### src/rtl/am_pkg.sv
// Shared definitions for the 40GBASE-R receive alignment controller.
package am_pkg;

    localparam int LANE_N_DEF    = 4;
    localparam int LANE_W_DEF    = $clog2(LANE_N_DEF);
    localparam int TIMEOUT_N_DEF = 65535;

    typedef enum logic [1:0] {
        ST_WAIT_LOCK = 2'd0,
        ST_CHECK     = 2'd1,
        ST_DESKEW    = 2'd2,
        ST_ALIGNED   = 2'd3
    } am_state_e;

endpackage

### src/rtl/am_lane_map_chk.sv
// Combinational check that per-lane PCS identities form a permutation,
// plus one-hot to index encoding into the reorder map format.
module am_lane_map_chk
    import am_pkg::*;
#(
    parameter int LANE_N = LANE_N_DEF,
    parameter int LANE_W = $clog2(LANE_N)
) (
    input  logic [LANE_N*LANE_N-1:0] i_lane,
    output logic                     o_perm_ok,
    output logic [LANE_N*LANE_W-1:0] o_map
);

    logic [LANE_N-1:0] w_slice;
    logic [LANE_N-1:0] w_or_all;
    logic              w_all_onehot;

    // Validate each slice as one-hot, accumulate coverage, and place each
    // physical lane index into the slot of the PCS lane it carries.
    always_comb begin
        w_slice      = '0;
        w_or_all     = '0;
        w_all_onehot = 1'b1;
        o_map        = '0;
        for (int p = 0; p < LANE_N; p++) begin
            w_slice = i_lane[p*LANE_N +: LANE_N];
            if ((w_slice == '0) || ((w_slice & (w_slice - LANE_N'(1))) != '0)) begin
                w_all_onehot = 1'b0;
            end
            w_or_all = w_or_all | w_slice;
            for (int l = 0; l < LANE_N; l++) begin
                if (w_slice[l]) begin
                    o_map[l*LANE_W +: LANE_W] = o_map[l*LANE_W +: LANE_W] | LANE_W'(p);
                end
            end
        end
        o_perm_ok = w_all_onehot && (&w_or_all);
    end

endmodule

### src/rtl/am_align_ctrl_rx.sv
// Receive-side multi-lane alignment controller: waits for AM lock on all
// lanes, validates lane identities, programs the reorder map, sequences the
// deskew buffer and reports alignment, restarting lanes that stall.
module am_align_ctrl_rx
    import am_pkg::*;
#(
    parameter int LANE_N    = LANE_N_DEF,
    parameter int LANE_W    = $clog2(LANE_N),
    parameter int TIMEOUT_N = TIMEOUT_N_DEF
) (
    input  logic                     clk,
    input  logic                     nreset,
    input  logic [LANE_N-1:0]        lock_v_i,
    input  logic [LANE_N*LANE_N-1:0] lane_i,
    input  logic [LANE_N-1:0]        slip_v_i,
    input  logic                     deskew_done_i,
    output logic                     map_v_o,
    output logic [LANE_N*LANE_W-1:0] map_o,
    output logic                     deskew_v_o,
    output logic                     align_v_o,
    output logic [LANE_N-1:0]        restart_o,
    output logic                     map_err_o
);

    localparam int               TMR_W    = $clog2(TIMEOUT_N + 1);
    localparam logic [TMR_W-1:0] TMR_LAST = TMR_W'(TIMEOUT_N - 1);

    am_state_e              r_state;
    logic [TMR_W-1:0]       r_timer;

    am_state_e              w_state_nxt;
    logic [TMR_W-1:0]       w_timer_nxt;
    logic                   w_map_v_nxt;
    logic [LANE_N*LANE_W-1:0] w_map_nxt;
    logic                   w_deskew_nxt;
    logic                   w_align_nxt;
    logic [LANE_N-1:0]      w_restart_nxt;
    logic                   w_err_nxt;

    logic                   w_perm_ok;
    logic [LANE_N*LANE_W-1:0] w_map_enc;
    logic                   w_all_lock;
    logic                   w_any_slip;
    logic                   w_mismatch;

    am_lane_map_chk #(
        .LANE_N (LANE_N),
        .LANE_W (LANE_W)
    ) u_map_chk (
        .i_lane    (lane_i),
        .o_perm_ok (w_perm_ok),
        .o_map     (w_map_enc)
    );

    assign w_all_lock = &lock_v_i;
    assign w_any_slip = |slip_v_i;
    // Identities are only meaningful while every lane is locked.
    assign w_mismatch = w_all_lock && (!w_perm_ok || (w_map_enc != map_o));

    // Next-state and next-output decisions; loss beats deskew done beats timeout.
    always_comb begin
        w_state_nxt   = r_state;
        w_timer_nxt   = r_timer;
        w_map_v_nxt   = map_v_o;
        w_map_nxt     = map_o;
        w_deskew_nxt  = deskew_v_o;
        w_align_nxt   = align_v_o;
        w_restart_nxt = '0;
        w_err_nxt     = 1'b0;
        case (r_state)
            ST_WAIT_LOCK: begin
                if (w_all_lock) begin
                    w_state_nxt = ST_CHECK;
                    w_timer_nxt = '0;
                end else if (r_timer == TMR_LAST) begin
                    w_restart_nxt = ~lock_v_i;
                    w_timer_nxt   = '0;
                end else begin
                    w_timer_nxt = r_timer + TMR_W'(1);
                end
            end
            ST_CHECK: begin
                w_timer_nxt = '0;
                if (!w_all_lock || w_any_slip) begin
                    w_state_nxt = ST_WAIT_LOCK;
                end else if (w_perm_ok) begin
                    w_map_nxt    = w_map_enc;
                    w_map_v_nxt  = 1'b1;
                    w_deskew_nxt = 1'b1;
                    w_state_nxt  = ST_DESKEW;
                end else begin
                    w_err_nxt     = 1'b1;
                    w_restart_nxt = '1;
                    w_state_nxt   = ST_WAIT_LOCK;
                end
            end
            ST_DESKEW: begin
                if (!w_all_lock || w_any_slip) begin
                    w_state_nxt  = ST_WAIT_LOCK;
                    w_timer_nxt  = '0;
                    w_map_v_nxt  = 1'b0;
                    w_deskew_nxt = 1'b0;
                    w_align_nxt  = 1'b0;
                end else if (deskew_done_i) begin
                    w_state_nxt = ST_ALIGNED;
                    w_timer_nxt = '0;
                    w_align_nxt = 1'b1;
                end else if (r_timer == TMR_LAST) begin
                    w_restart_nxt = '1;
                    w_state_nxt   = ST_WAIT_LOCK;
                    w_timer_nxt   = '0;
                    w_map_v_nxt   = 1'b0;
                    w_deskew_nxt  = 1'b0;
                end else begin
                    w_timer_nxt = r_timer + TMR_W'(1);
                end
            end
            ST_ALIGNED: begin
                w_timer_nxt = '0;
                if (!w_all_lock || w_any_slip || w_mismatch) begin
                    w_err_nxt    = w_mismatch;
                    w_state_nxt  = ST_WAIT_LOCK;
                    w_map_v_nxt  = 1'b0;
                    w_deskew_nxt = 1'b0;
                    w_align_nxt  = 1'b0;
                end
            end
            default: begin
                w_state_nxt  = ST_WAIT_LOCK;
                w_timer_nxt  = '0;
                w_map_v_nxt  = 1'b0;
                w_deskew_nxt = 1'b0;
                w_align_nxt  = 1'b0;
            end
        endcase
    end

    // Register state, timer and every output so nothing leaves combinationally.
    always_ff @(posedge clk or negedge nreset) begin
        if (!nreset) begin
            r_state    <= ST_WAIT_LOCK;
            r_timer    <= '0;
            map_v_o    <= 1'b0;
            map_o      <= '0;
            deskew_v_o <= 1'b0;
            align_v_o  <= 1'b0;
            restart_o  <= '0;
            map_err_o  <= 1'b0;
        end else begin
            r_state    <= w_state_nxt;
            r_timer    <= w_timer_nxt;
            map_v_o    <= w_map_v_nxt;
            map_o      <= w_map_nxt;
            deskew_v_o <= w_deskew_nxt;
            align_v_o  <= w_align_nxt;
            restart_o  <= w_restart_nxt;
            map_err_o  <= w_err_nxt;
        end
    end

endmodule

### config.mk
export PLATFORM = sky130hd
export DESIGN_NAME = am_align_ctrl_rx
export DESIGN_NICKNAME = d
export VERILOG_FILES = /design/src/rtl/am_pkg.sv /design/src/rtl/am_lane_map_chk.sv /design/src/rtl/am_align_ctrl_rx.sv
export SDC_FILE = /design/constraint.sdc
export NUM_CORES = 1
export LEC_CHECK = 0
export CELL_PAD_IN_SITES_DETAIL_PLACEMENT = 1
export CELL_PAD_IN_SITES_GLOBAL_PLACEMENT = 2
export CORE_ASPECT_RATIO = 1.75
export CORE_UTILIZATION = 27
export CTS_CLUSTER_DIAMETER = 80
export DETAILED_ROUTE_END_ITERATION = 10
export PLACE_DENSITY = 0.73
export SLEW_MARGIN = 0
export SYNTH_ARGS = -nofsm -noshare
export SYNTH_HDL_FRONTEND = slang
export SYNTH_SLANG_ARGS = --single-unit
export TNS_END_PERCENT = 1
### constraint.sdc
create_clock -name clk -period 1.9 [get_ports clk]
set_clock_uncertainty 0.2 [all_clocks]
set_input_delay 0.19 -clock clk [delete_from_list [all_inputs] [get_ports clk]]
set_output_delay 0.19 -clock clk [all_outputs]
set_load 0.02 [all_outputs]
=== After elaboration in Yosys (flattened, before gate mapping) ===
Cells that the tools add are included.

* Bits of input ports: 27
* Bits in registers: 33

* Bitwise logic cells: 9
* Muxes and demuxes: 51
* Equality and inequality tests: 13
* Add/subtract/negate cells: 5
* Reduce and logical (&&, ||, !) cells: 30

{| class="wikitable"
|+ Operator list
! operator !! number
|-
| $mux 16 || 4
|-
| $pmux 16 s3 || 1
|-
| $mux 2 || 15
|-
| $mux 4 || 7
|-
| $mux 1 || 19
|-
| $add 16x1->16 const B || 1
|-
| $and 4x4->4 || 4
|-
| $eq 16x16->1 const B || 1
|-
| $logic_not 4->1 || 4
|-
| $reduce_bool 4->1 || 4
|-
| $sub 4x1->4 const B || 4
|-
| $or 4x4->4 || 3
|-
| $pmux 4 s3 || 1
|-
| $ne 3x3->1 const B || 3
|-
| $reduce_and 3->1 || 3
|-
| $ne 2x2->1 const B || 4
|-
| $ne 8x8->1 || 1
|-
| $pmux 2 s4 || 1
|-
| $reduce_and 4->1 || 2
|-
| $logic_or 1x1->1 || 7
|-
| $reduce_and 6->1 || 1
|-
| $eq 2x2->1 const B || 2
|-
| $ne 4x4->1 const B || 1
|-
| $not 4->4 || 1
|-
| other kinds (11) || 14
|}

=== Depth between registers and ports, before layout ===
Gate-level depths: netlist of run 1.

* Word-level depth: 15
* Depth in mapped cells: 8
* Depth with buffers taken out: 8

=== Cells and area by module ===
From an unflattened synthesis of run 1, not the netlist that was laid out.

* Cell total of the unflattened synthesis: 196
* Area, all modules: 1894.3 um2

{| class="wikitable"
|+ Modules (own cells, without submodules)
! module !! cells an instance !! times used !! area an instance (um2)
|-
| am_align_ctrl_rx || 165 || 1 || 1685.4
|-
| am_lane_map_chk || 31 || 1 || 209.0
|}

=== Worst setup path after synthesis of run 1 ===
No wires, ideal clock.

* Path kind: register -> register
* Start: register map_o[5]
* End: register align_v_o
* Setup slack: -0.076 ns
* Arrival: 1.694 ns
* Cell stages (with the launch flop): 7
* Library setup time: 0.082 ns
* Path buffers: 0
* Cell sequence: dfrtp_1 or3_1 a211oi_1 a31o_2 nand4_1 or3_4 a31oi_1

* Cells in the longest elaborated chain, start to end: 6

{| class="wikitable"
|+ Ends and longest elaborated chain
! item !! line !! RTL
|-
| start, declared || am_align_ctrl_rx.sv:18 || <nowiki>output logic [LANE_N*LANE_W-1:0] map_o,</nowiki>
|-
| start signal, assigned || am_align_ctrl_rx.sv:153 || <nowiki>map_o <= w_map_nxt;</nowiki>
|-
| $ne 8x8->1 || am_align_ctrl_rx.sv:58 || <nowiki>assign w_mismatch = w_all_lock && (!w_perm_ok || (w_map_enc != map_o));</nowiki>
|-
| $logic_or 1x1->1 || am_align_ctrl_rx.sv:58 ||
|-
| $logic_and 1x1->1 || am_align_ctrl_rx.sv:58 ||
|-
| $logic_or 1x1->1 || am_align_ctrl_rx.sv:120 || <nowiki>if (!w_all_lock || w_any_slip || w_mismatch) begin</nowiki>
|-
| $ne 2x2->1 (no source line) || -- ||
|-
| $reduce_and 3->1 (no source line) || -- ||
|-
| end signal, assigned || am_align_ctrl_rx.sv:155 || <nowiki>align_v_o <= w_align_nxt;</nowiki>
|-
| end, declared || am_align_ctrl_rx.sv:20 || <nowiki>output logic align_v_o,</nowiki>
|}

Every way passes these cells.
A chain may end at the register's enable or synchronous reset.

=== Final worst setup path of run 1 ===
Ends and elaborated chain as after synthesis.

==> results of run 1 <==
==> registers in the layout, summed over array words and instances, names as in the netlist <==
signal and cells:
r_state 2, deskew_v_o 1, map_o 8, map_err_o 1, r_timer 16, restart_o 4
align_v_o 1
==> routing by layer <==
layer / vias up / GRT usage [%] / wire, microns
met5: - / 0 / 0
met4: 0 / 6.81 / 110
met3: 7 / 2.26 / 128
met2: 35 / 36.1 / 3590
met1: 906 / 15.0 / 1920
li1: 891 / - / -
==> final timing paths <==
path	end	depth (start not counted)
setup / recovery	align_v_o	6
setup reg to reg	align_v_o	6
max in group asynchronous	map_o[1]	2
hold / removal	r_timer[3]	1
min in group clk	map_o[7]	4
hold reg to reg	r_timer[1]	2
==> cells in the final DEF (no fill, tap or decap), drive strengths merged <==
cell	count
or3	3
a21oi	6
inv	14
nand2b	3
o21ai	7
o211ai	1
or4	1
nand2	8
o21a	1
nand4	8
dfrtp	33
mux2i	8
dlymetal6s2s	1
a221oi	2
clkinv	2
clkdlybuf4s50	30
ha	2
a22oi	1
a211oi	1
and4	2
a31oi	4
nor4b	1
o22ai	1
nand3	5
dlygate4sd2	11
and2	1
nor4	9
nor3	2
xnor2	17
a31o	2
nor2b	1
o311ai	1
buf	60
xor2	7
a22o	2
clkbuf	6
nor2	38
==> kinds of logic after synthesis <==
kind of cell | Yosys count
fa+ha+maj | 2
simple gates | 82
compound gates | 29
flops | 33
xor+xnor | 24
buf+inv | 19
mux | 8
==> power by group <==
group	switching, mW	total, mW	internal, mW
registers	0.0278	0.779	0.751
logic	0.193	0.410	0.216
clock network	0.283	0.763	0.480
==> worst register-to-register path, cell delays in order, from the launching register on <==
cell	delay [ns]
dfrtp_2	0.40
or3_4	0.33
a211oi_2	0.18
a31o_2	0.14
nand4_1	0.12
or3_4	0.40
a31oi_4	0.17
==> layout make-up <==
| class | count | area, sq um |
|---|---|---|
| Clock buffer | 6 | 129 |
| Clock inverter | 2 | 10.0 |
| Fill cell | 788 | 3520 |
| Inverter | 14 | 52.6 |
| Multi-Input combinational cell | 145 | 1020 |
| Sequential cell | 33 | 827 |
| Tap cell | 82 | 103 |
| Timing Repair Buffer | 102 | 876 |
==> repair_timing <==
action,CTS,global route
gates resized for setup,22,13
setup buffers,0,1
hold endpoints to repair,0,0
setup endpoints to repair,32,33
pin swaps,7,3
==> stage by stage <==
stage	hold slack [ns]	total power [mW]	setup TNS, ns
after floorplan	-0.306	0.943	-0.0698
after global placement	0.324	1.18	-10.26
after detailed placement	0.332	1.20	-10.59
after CTS	0.0733	1.97	-0.766
after global routing	0.0941	2.05	-2.27
final	0.0620	1.95	-0.335
==> parameters.txt, run 1 <==
Parameter                              Value

Setup path
  Highest fanout seen on the critical path ... 4
  Cell-by-cell trace of the critical path ... or3_4, a211oi_2, a31o_2, nand4_1, or3_4, a31oi_4
  Critical Path Source Type ... flip-flop
  Peak per-stage delay on the critical path ... around 0.40 ns
  Data arrival time of the critical path ... ~2.0 ns
  CP delay by family, top ... simple AND/OR/NAND/NOR gates
  FF-to-FF setup slack ... -0.09 ns
  WS Path Type ... flip-flop to flip-flop
  Kind of end point of the critical path ... flip-flop
  Highest-delay cell along the critical path ... dfrtp_2
  Crit. Startpoint ... map_o[5]
  Worst endpoint required time ... ~1.9 ns
  Count of buffer and inverter cells on the critical path ... 0
  Reg-to-reg startpoint ... map_o[5]
  Crit path top cell by count ... or3_4

Yosys
  Synthesized-area fraction occupied by adder cells ... under 10%
  Count of yosys warnings during synthesis ... 0
  Fraction of registers with async set/reset ... between 90% and 100%
  Synth top area cells ... dfrtp_1, xnor2_1, nor2_1, mux2i_1, xor2_1
  Flip-flop and latch count after synthesis ... 33
  Number of cells produced by synthesis ... 197
  Netlist area before placement ... ~1800 sq um
  Distinct cell type count after synthesis ... 39
  Most instantiated library cell after synthesis ... nor2_1
  Post-Synth Simple-Gate Area ... between 20% and 30%
  Commonest register cell after synthesis ... dfrtp_1
  Main combinational cell family by area after synthesis ... simple AND/OR/NAND/NOR gates
  Syn nets ... about 230
  Share of Yosys cell area claimed by the top area cell type ... a little under half
  Count of flip-flops with a built-in enable after synthesis ... 0
  Synthesized-area fraction occupied by ao, oa, aoi and oai cells ... around a tenth
  Most frequent cells after synthesis ... nor2_1, dfrtp_1, xnor2_1, inv_1
  Top cell type by total area after synthesis ... dfrtp_1
  Share of the yosys chip area belonging to registers ... between 40% and 50%
  Fraction of synthesized area in multiplexers ... 4.39%
  XOR/XNOR Fraction of Synth Area ... 11.5%
  Mapped Avg Cell Area ... around 9.3 sq um

Min path
  Class of the worst hold path ... primary input to asynchronous set/reset pin

Status
  Violated checks ... negative setup slack
  Status ... complete, but fails checks

Global routing
  Total grt overflow ... 0
  Overall fraction of global-route tracks in use ... 17.1%
  Vias in the first global route ... 2029
  First-pass GRT wire length ... between 9000 and 10000 microns
  Maximum number of pins on one net before global-route repair ... 23
  Number of antenna violations at the first check in global routing ... 0

Floorplan
  Chip width ... 64.1 microns
  Area inside the core boundary ... roughly 6500 sq um
  Starting Density ... 27.9%
  Die outline height ... about 110 microns
  Die area ... a little over 7000 sq um
  Top-Level Pins ... 43
  Number of standard-cell rows in the floorplan ... 39

Cells and area
  Final core utilization ... between 40% and 50%
  Synth-to-Final Area Change ... 65.3%
  Count of inserted antenna diode cells ... 0
  Final instance area ... roughly 3000 sq um
  Final Net Count ... 330
  Layout cell share with drive strength beyond 1 ... 31.1%
  Final Instance Count excl. Fillers ... roughly 380

Clock tree
  TritonCTS clock tree ... yes
  CTS Buf Count ... 5
  CTS hold repair buffers ... 0
  TritonCTS sink count ... 33
  Clock latency on the worst-skew pair ... ~0.28 ns
  Max Root-Sink Buffers ... 2
  Root cell of the clock tree ... clkbuf_16
  H-tree lvl count ... 2
  Clock transition at path regs ... 0.05 ns

Route
  Iteration-0 DRC count of the detailed router ... 16
  DR vias ... between 1500 and 2000
  Routed wirelength normalized by instance count ... 15.0 microns
  Router iterations before antenna repair ... 4
  Count of nets left with antenna violations after detail routing ... 0
  Number of DRC violations after detailed routing ... 0
  Vias per cell ... 4.79
  Total wirelength of the detailed-routed design ... 5750 microns

Place
  Total placed instance area ... 2780 sq um
  HPWL after DPL ... approximately 4600 microns
  IO Port Bufs ... 42
  Final weighted congestion in routability-driven placement ... slightly below 0.8
  Worst slack after detailed placement ... -0.482 ns
  Total placed cells including tap cells ... between 300 and 400

STA
  Setup violation total in the final timing report ... 8
  Worst-Margin Slew ... approximately 0.53 ns
  Max_slew headroom ... between 60% and 70%
  Max-slew violation count ... 0
  Final Worst Setup Slack ... -0.0927 ns
  Minimum clock period ... 1.99 ns
  Final hold violations ... 0
  Final period utilization ... 105%
  Setup repair after global routing missed its margin ... true
  Highest clock rate ... 502 MHz

Job
  # Max-Cap Violations ... 0

Pwr
  Pwr per Cell Area ... roughly 650 nW/um^2
  Worst vdd ir ... ~0.54 mV
  Static leakage ... 1.42 nW
No activity file was read; power rests on OpenSTA's default activity.
==> run 2, diff against run 1 <==
--- a/config.mk
+++ b/config.mk
@@ -8,10 +8,11 @@
 export CELL_PAD_IN_SITES_DETAIL_PLACEMENT = 1
 export CELL_PAD_IN_SITES_GLOBAL_PLACEMENT = 2
 export CORE_ASPECT_RATIO = 1.75
-export CORE_UTILIZATION = 27
+export CORE_MARGIN = 3
+export CORE_UTILIZATION = 32
 export CTS_CLUSTER_DIAMETER = 80
 export DETAILED_ROUTE_END_ITERATION = 10
-export PLACE_DENSITY = 0.73
+export PLACE_DENSITY = 0.81
 export SLEW_MARGIN = 0
 export SYNTH_ARGS = -nofsm -noshare
 export SYNTH_HDL_FRONTEND = slang
==> constraint.sdc (replaced) <==
create_clock -name clk -period 2.55 [get_ports clk]
set_clock_uncertainty 0.2 [all_clocks]
set_input_delay 0.255 -clock clk [delete_from_list [all_inputs] [get_ports clk]]
set_output_delay 0.255 -clock clk [all_outputs]
set_load 0.02 [all_outputs]
==> run 2 against run 1 <==
Net effect:
- the flow now finishes without violations
- power is 40% lower
- routed wire length decreased by 19%
- sequential share of layout area rose by 5.9 points
- setup slack better by 0.46 ns
- flip-flop and latch count stayed put
- cell area shrank 18%
- non-clock buffer count is 51 lower
- core utilization decreased by 0.17 points
- count of clock-buffer cells in the layout unchanged
- largest cell class unchanged
- highest routed layer unchanged
==> parameters.txt, run 2 (synthesis gave the netlist of run 1 again) <==
Parameter                              Value

Global routing
  Maximum number of pins on one net before global-route repair ... 34 (+48%)
  Number of antenna violations at the first check in global routing ... 0 (unchanged)
  Vias in the first global route ... 1754 (-14%)
  First-pass GRT wire length ... 7920 microns (-14%)
  Overall fraction of global-route tracks in use ... 15.1% (-2.0 points)
  Total grt overflow ... 0 (unchanged)

Setup path
  Cell count along the critical path ... 7 (+1)
  WS Path Type ... primary input to flip-flop
  Logic depth of the worst register-to-register path ... 6 (unchanged)
  Data arrival time of the critical path ... 2.18 ns (+0.19 ns)
  Cell-by-cell trace of the critical path ... clkdlybuf4s50_1, nor2_2, xnor2_1, nor4_2, nand4_2, or3_4, a31oi_1
  Endpoint of the worst register-to-register path ... restart_o[0]
  Critical Path End ... deskew_v_o
  Reg-to-reg startpoint ... r_timer[0]
  CP delay by family, top ... simple AND/OR/NAND/NOR gates
  Highest-delay cell along the critical path ... clkdlybuf4s50_1
  FF-to-FF setup slack ... 0.46 ns (+0.55 ns)
  Count of buffer and inverter cells on the critical path ... 1 (+1)
  Highest fanout seen on the critical path ... 5 (+1)
  Kind of end point of the critical path ... flip-flop
  Peak per-stage delay on the critical path ... 0.59 ns (+0.19 ns)
  Worst endpoint required time ... 2.55 ns (+0.65 ns)
  Critical Path Source Type ... primary input
  Crit. Startpoint ... lane_i[15]

Cells and area
  Register with the most flip-flops ... r_timer
  Layout cell share with drive strength beyond 1 ... 8.76% (-22 points)
  Biggest registers after layout ... r_timer: 16 flops, map_o: 8 flops, restart_o: 4 flops
  Synth-to-Final Area Change ... 35.7%
  Leading cell type in the layout, fill and taps excluded ... clkdlybuf4s50_1
  Number of filler instances in the final layout ... 647 (-18%)
  Final Net Count ... 279 (-15%)
  Count of inserted antenna diode cells ... 0 (unchanged)
  Final core utilization ... 45.9% (-0.17 points)
  Final instance area ... 2470 sq um (-18%)
  Number of flip-flops in the largest register ... 16 (unchanged)
  Top library cells by usage in the layout, fill and taps aside ... clkdlybuf4s50_1, nor2_1, dfrtp_1, xnor2_1, inv_1

STA
  Post-Route Setup TNS ... 0 ns (+0.335 ns)
  Max_slew headroom ... 71.8% (+6.9 points)
  Fin Hold WS ... 0.179 ns (+0.117 ns)
  Max-slew violation count ... 0 (unchanged)
  Minimum clock period ... 2.18 ns
  Setup repair after global routing missed its margin ... false
  Highest clock rate ... approximately 460 MHz
  Setup violation total in the final timing report ... 0 (-8)
  Final period utilization ... 85.6%
  Final Worst Setup Slack ... 0.368 ns (+0.461 ns)
  Final hold violations ... 0 (unchanged)
  Worst-Margin Slew ... 0.423 ns (-0.102 ns)

Floorplan
  Die outline height ... 106 microns (-4.4%)
  Starting Density ... 33.9% (+6.0 points)
  Area inside the core boundary ... 5390 sq um (-18%)
  Top-Level Pins ... 43 (unchanged)
  Die area ... 6680 sq um (-6.0%)
  Chip width ... 63.1 microns (-1.7%)
  Number of standard-cell rows in the floorplan ... 35 (-10%)

Clock tree
  CTS hold repair buffers ... 0 (unchanged)
  Clock transition at path regs ... 0.07 ns (+0.02 ns)
  Clock latency on the worst-skew pair ... 0.28 ns (about the same)
  H-tree lvl count ... 2 (unchanged)
  TritonCTS sink count ... 33 (unchanged)
  Max Root-Sink Buffers ... 2 (unchanged)
  CTS Buf Count ... 5 (unchanged)
  TritonCTS clock tree ... yes
  Resized Gates After CTS ... 0 (-100%)
  Buffer count from post-CTS setup fixing ... 0 (unchanged)
  Root cell of the clock tree ... clkbuf_8

Route
  DR vias ... 1641 (-11%)
  Routed wirelength normalized by instance count ... 14.3 microns (-4.4%)
  Total wirelength of the detailed-routed design ... 4650 microns (-19%)
  Vias per cell ... 5.05 (+5.4%)
  Router iterations before antenna repair ... 4 (unchanged)
  Iteration-0 DRC count of the detailed router ... 25 (+9)
  Count of nets left with antenna violations after detail routing ... 0 (unchanged)
  Number of DRC violations after detailed routing ... 0 (unchanged)

Pwr
  Pwr per Cell Area ... 474 nW/um^2 (-27%)
  Worst vdd ir ... 0.279 mV (-49%)
  Static leakage ... 1.10 nW (-22%)

Place
  Final weighted congestion in routability-driven placement ... 0.782 (-0.65%)
  Total placed instance area ... 2390 sq um (-14%)
  IO Port Bufs ... 42 (unchanged)
  HPWL after DPL ... 3690 microns (-20%)
  Worst slack after detailed placement ... 0.0705 ns (+0.553 ns)

Min path
  Class of the worst hold path ... primary input to asynchronous set/reset pin

Job
  # Max-Cap Violations ... 0 (unchanged)

Status
  Status ... finished, final reports clean
[run 2: cell types whose count changed in the layout (fill, tap and decap cells not counted), moves of 4 or more]
cell	before	now
buf_4	58	8
clkdlybuf4s50_1	30	42
dlygate4sd2_1	11	0
clkbuf_16	5	0
clkbuf_8	0	5
nor2_1	32	37
nor2_2	5	1
[run 2: report_power, final]
group	leakage, nW	total (mW)	internal [mW]	switching, mW
Sequential	0.406	0.599	0.559	0.0403
Clock	0.0450	0.380	0.189	0.190
Combinational	0.650	0.195	0.101	0.0938
Total	1.10	1.17	0.849	0.325
[run 2: worst reg2reg max path, delay by kind of cell, from the launching register on]
kind,cells,cell delay [ns]
and+or+nand+nor,3,1.00
DFF,1,0.43
AOI/OAI and AO/OA,1,0.15
buffers and inverters,1,0.08
adders and majority gates,1,0.15
[run 2: stage by stage]
step                      power (mW)  cells
after floorplan                0.702    197
after global placement         0.802    317
after detailed placement       0.809    317
after CTS                       1.20    325
after global routing            1.25    325
final                           1.17    325
[run 2: per-layer routing]
| metal | track usage (%) | up-vias | part of all wire, % |
|---|---|---|---|
| li1 | - | 794 | - |
| met1 | 15.4 | 799 | 39 |
| met2 | 28.9 | 42 | 55 |
| met3 | 2.45 | 6 | 3.8 |
| met4 | 7.11 | 0 | 2.1 |
| met5 | 0 | - | 0 |
[run 2: area by class of cell]
class,count,area [sq um],share of cell area (%)
clock buffers,6,72.6,2.93
clock inverters,2,10.0,0.404
inverters,14,52.6,2.12
multi-input cells,145,921,37.2
flip-flops and latches,33,826,33.4
well taps,74,92.6,3.74
repair buffers,51,500,20.2
[run 2: worst min-delay path by stage]
stage                     depth (start not counted)           to  startpoint  slack (ns)
final                                             2  r_timer[10]      nreset        0.18
after global routing                              2  r_timer[10]      nreset        0.24
after CTS                                         2  r_timer[10]      nreset        0.20
after detailed placement                          1   r_timer[0]  r_timer[0]        0.33
after global placement                            1   r_timer[0]  r_timer[0]        0.30
after floorplan                                   0    align_v_o      nreset       -0.24
==> run 3, diff against run 2 <==
--- a/config.mk
+++ b/config.mk
@@ -5,6 +5,7 @@
 export SDC_FILE = /design/constraint.sdc
 export NUM_CORES = 1
 export LEC_CHECK = 0
+export CAP_MARGIN = 15
 export CELL_PAD_IN_SITES_DETAIL_PLACEMENT = 1
 export CELL_PAD_IN_SITES_GLOBAL_PLACEMENT = 2
 export CORE_ASPECT_RATIO = 1.75
==> results of run 3 <==
Same layout as run 2: the final DEF is identical, and so are final timing and power.
==> RTL change, RTL diff (config.mk and constraints of run 1) <==
Encoding of `am_state_e`: now one-hot (4 bits for 4 states).
--- a/src/rtl/am_pkg.sv
+++ b/src/rtl/am_pkg.sv
@@ -5,11 +5,11 @@
     localparam int LANE_W_DEF    = $clog2(LANE_N_DEF);
     localparam int TIMEOUT_N_DEF = 65535;
 
-    typedef enum logic [1:0] {
-        ST_WAIT_LOCK = 2'd0,
-        ST_CHECK     = 2'd1,
-        ST_DESKEW    = 2'd2,
-        ST_ALIGNED   = 2'd3
+    typedef enum logic [3:0] {
+        ST_WAIT_LOCK = 4'b0001,
+        ST_CHECK     = 4'b0010,
+        ST_DESKEW    = 4'b0100,
+        ST_ALIGNED   = 4'b1000
     } am_state_e;
 
 endpackage
Function: same outputs for any inputs over 10 cycles, from zero or initial values and one cycle with nreset low; not proved beyond that.
==> RTL change against run 1 <==
Area after synthesis rose by 6.2%. Highest routed layer unchanged. Clock power is 0.9% higher. Die area grew 6.1%. Critical path depth increased by 2. Setup slack improved by 0.13 ns. Sequential power increased by 11%. Sequential cell count grew 2. Wire length rose by 0.59%. Non-clock buffer count is 19 lower. Final cell count is 1.6% lower. Final area is 0.50% higher. Fmax grew 7.1%. Power up 10%. Combinational power up 25%.
==> RTL change: results <==
power:
  power_frac_clock_pct: 35.8
  p_switching_mw: 0.598
  cellLeakagePower_nw: 1.41
  vdd_drop_max_mv: 0.471
  power_mw: 2.15
setup_path:
  cp_data_arrival_time_ns: 1.81
  startpoint: "lock_v_i[3]"
  path_max_fanout: 3
  r2r_slack_ns: 0.05
  crit-reg2reg-launch: "r_state[0]$_DFFE_PN1P_"
  reg2reg_to: "align_v_o$_DFFE_PN0P_"
  reg2regPathDepth: 5
synthesis:
  async_flop_share_pct: 100
  syn_nets: 239
  synthTopCellsByCount: "nor2_1 (41), dfrtp_1 (34), inv_1 (12), nor3_1 (11), xnor2_1 (10)"
  netlist_top_cells_area: "dfrtp_1 (44%), nor2_1 (7.9%), xnor2_1 (4.5%), mux2i_1 (4.1%), xor2_1 (3.6%)"
  ys_seq_area_share_pct: 45.3
timing:
  slew_headroom_pct: 67.7
  hold_slack_ns: 0.0636
global_route:
  first_global_vias: 1991
  grtUsageMet2_pct: 34.8
  met3_usage_pct: 2.59
  use_met1_pct: 15.7
  grt_pass1_wl_um: 9600
  grt_max_degree: 36
  track_usage_pct: 17.0
detailed_routing:
  vias: 1843
  wl_met2_um: 3580
  routed-wl-met3_um: 178
  wl_met1_um: 1940
  drt_wl_total_um: 5780
place:
  hpwlAfterDp_um: 4480
  gp_congestion: 0.745
finish:
  nFillCells: 811
  diodes: 0
  nets: 322
  largestRegisters: "r_timer: 16 flops, map_o: 8 flops"
  drive_above_1_share_pct: 26.2
cts:
  cts_buffer_depth: 2
  ctsResizeCount: 26
  cts_setup_buffers: 1
outcome:
  status: "finished clean"
worst_hold_path:
  hold_class: "in2reg"
-- RTL change: logic make-up after synthesis --
| family | share of synthesized area [%] |
|---|---|
| AO/OA/AOI/OAI | 12.5 |
| multiplexers | 4.13 |
| buffers and inverters | 4.58 |
| flip-flops | 45.3 |
| adder cells (fa/ha/maj) | 1.29 |
| XOR/XNOR | 8.13 |
| AND/OR/NAND/NOR | 24.1 |
-- RTL change: worst max path at each step --
stage | cells past startpoint | slack [ns] | to
after floorplan | 5 | 0.06 | r_timer[10]$_DFF_PN0_
after global placement | 9 | -0.57 | restart_o[2]$_DFF_PN0_
after detailed placement | 9 | -0.65 | restart_o[1]$_DFF_PN0_
after CTS | 10 | -0.01 | align_v_o$_DFFE_PN0P_
after global routing | 7 | -0.07 | align_v_o$_DFFE_PN0P_
final | 8 | 0.04 | align_v_o$_DFFE_PN0P_
-- RTL change: per-stage QoR --
stage	cells	setup WS, ns	instance area [µm²]	util [%]
3_3_place_gp	368	-0.570	2730	39.5
4_1_cts	377	-0.0113	2900	42.0
6_report	378	0.0398	3030	43.9
5_1_grt	378	-0.0712	3030	43.9
2_1_floorplan	210	0.0578	1940	-
3_5_place_dp	368	-0.649	2730	39.5
-- RTL change: layout make-up --
class	instances	area (µm²)	share of cell area (%)
Multi-Input combinational cell	156	1120	37.0
Inverter	12	45.0	1.49
Clock buffer	7	133	4.38
Clock inverter	1	5.00	0.165
Sequential cell	35	878	29.0
Timing Repair Buffer	83	742	24.5
Tap cell	84	105	3.47
-- RTL change: critical path: stages --
cell             delay, ns
clkdlybuf4s50_1       0.42
nand4_1               0.13
nand2b_4              0.17
nor4_4                0.04
buf_4                 0.15
a211o_1               0.29
buf_4                 0.13
o32a_1                0.29
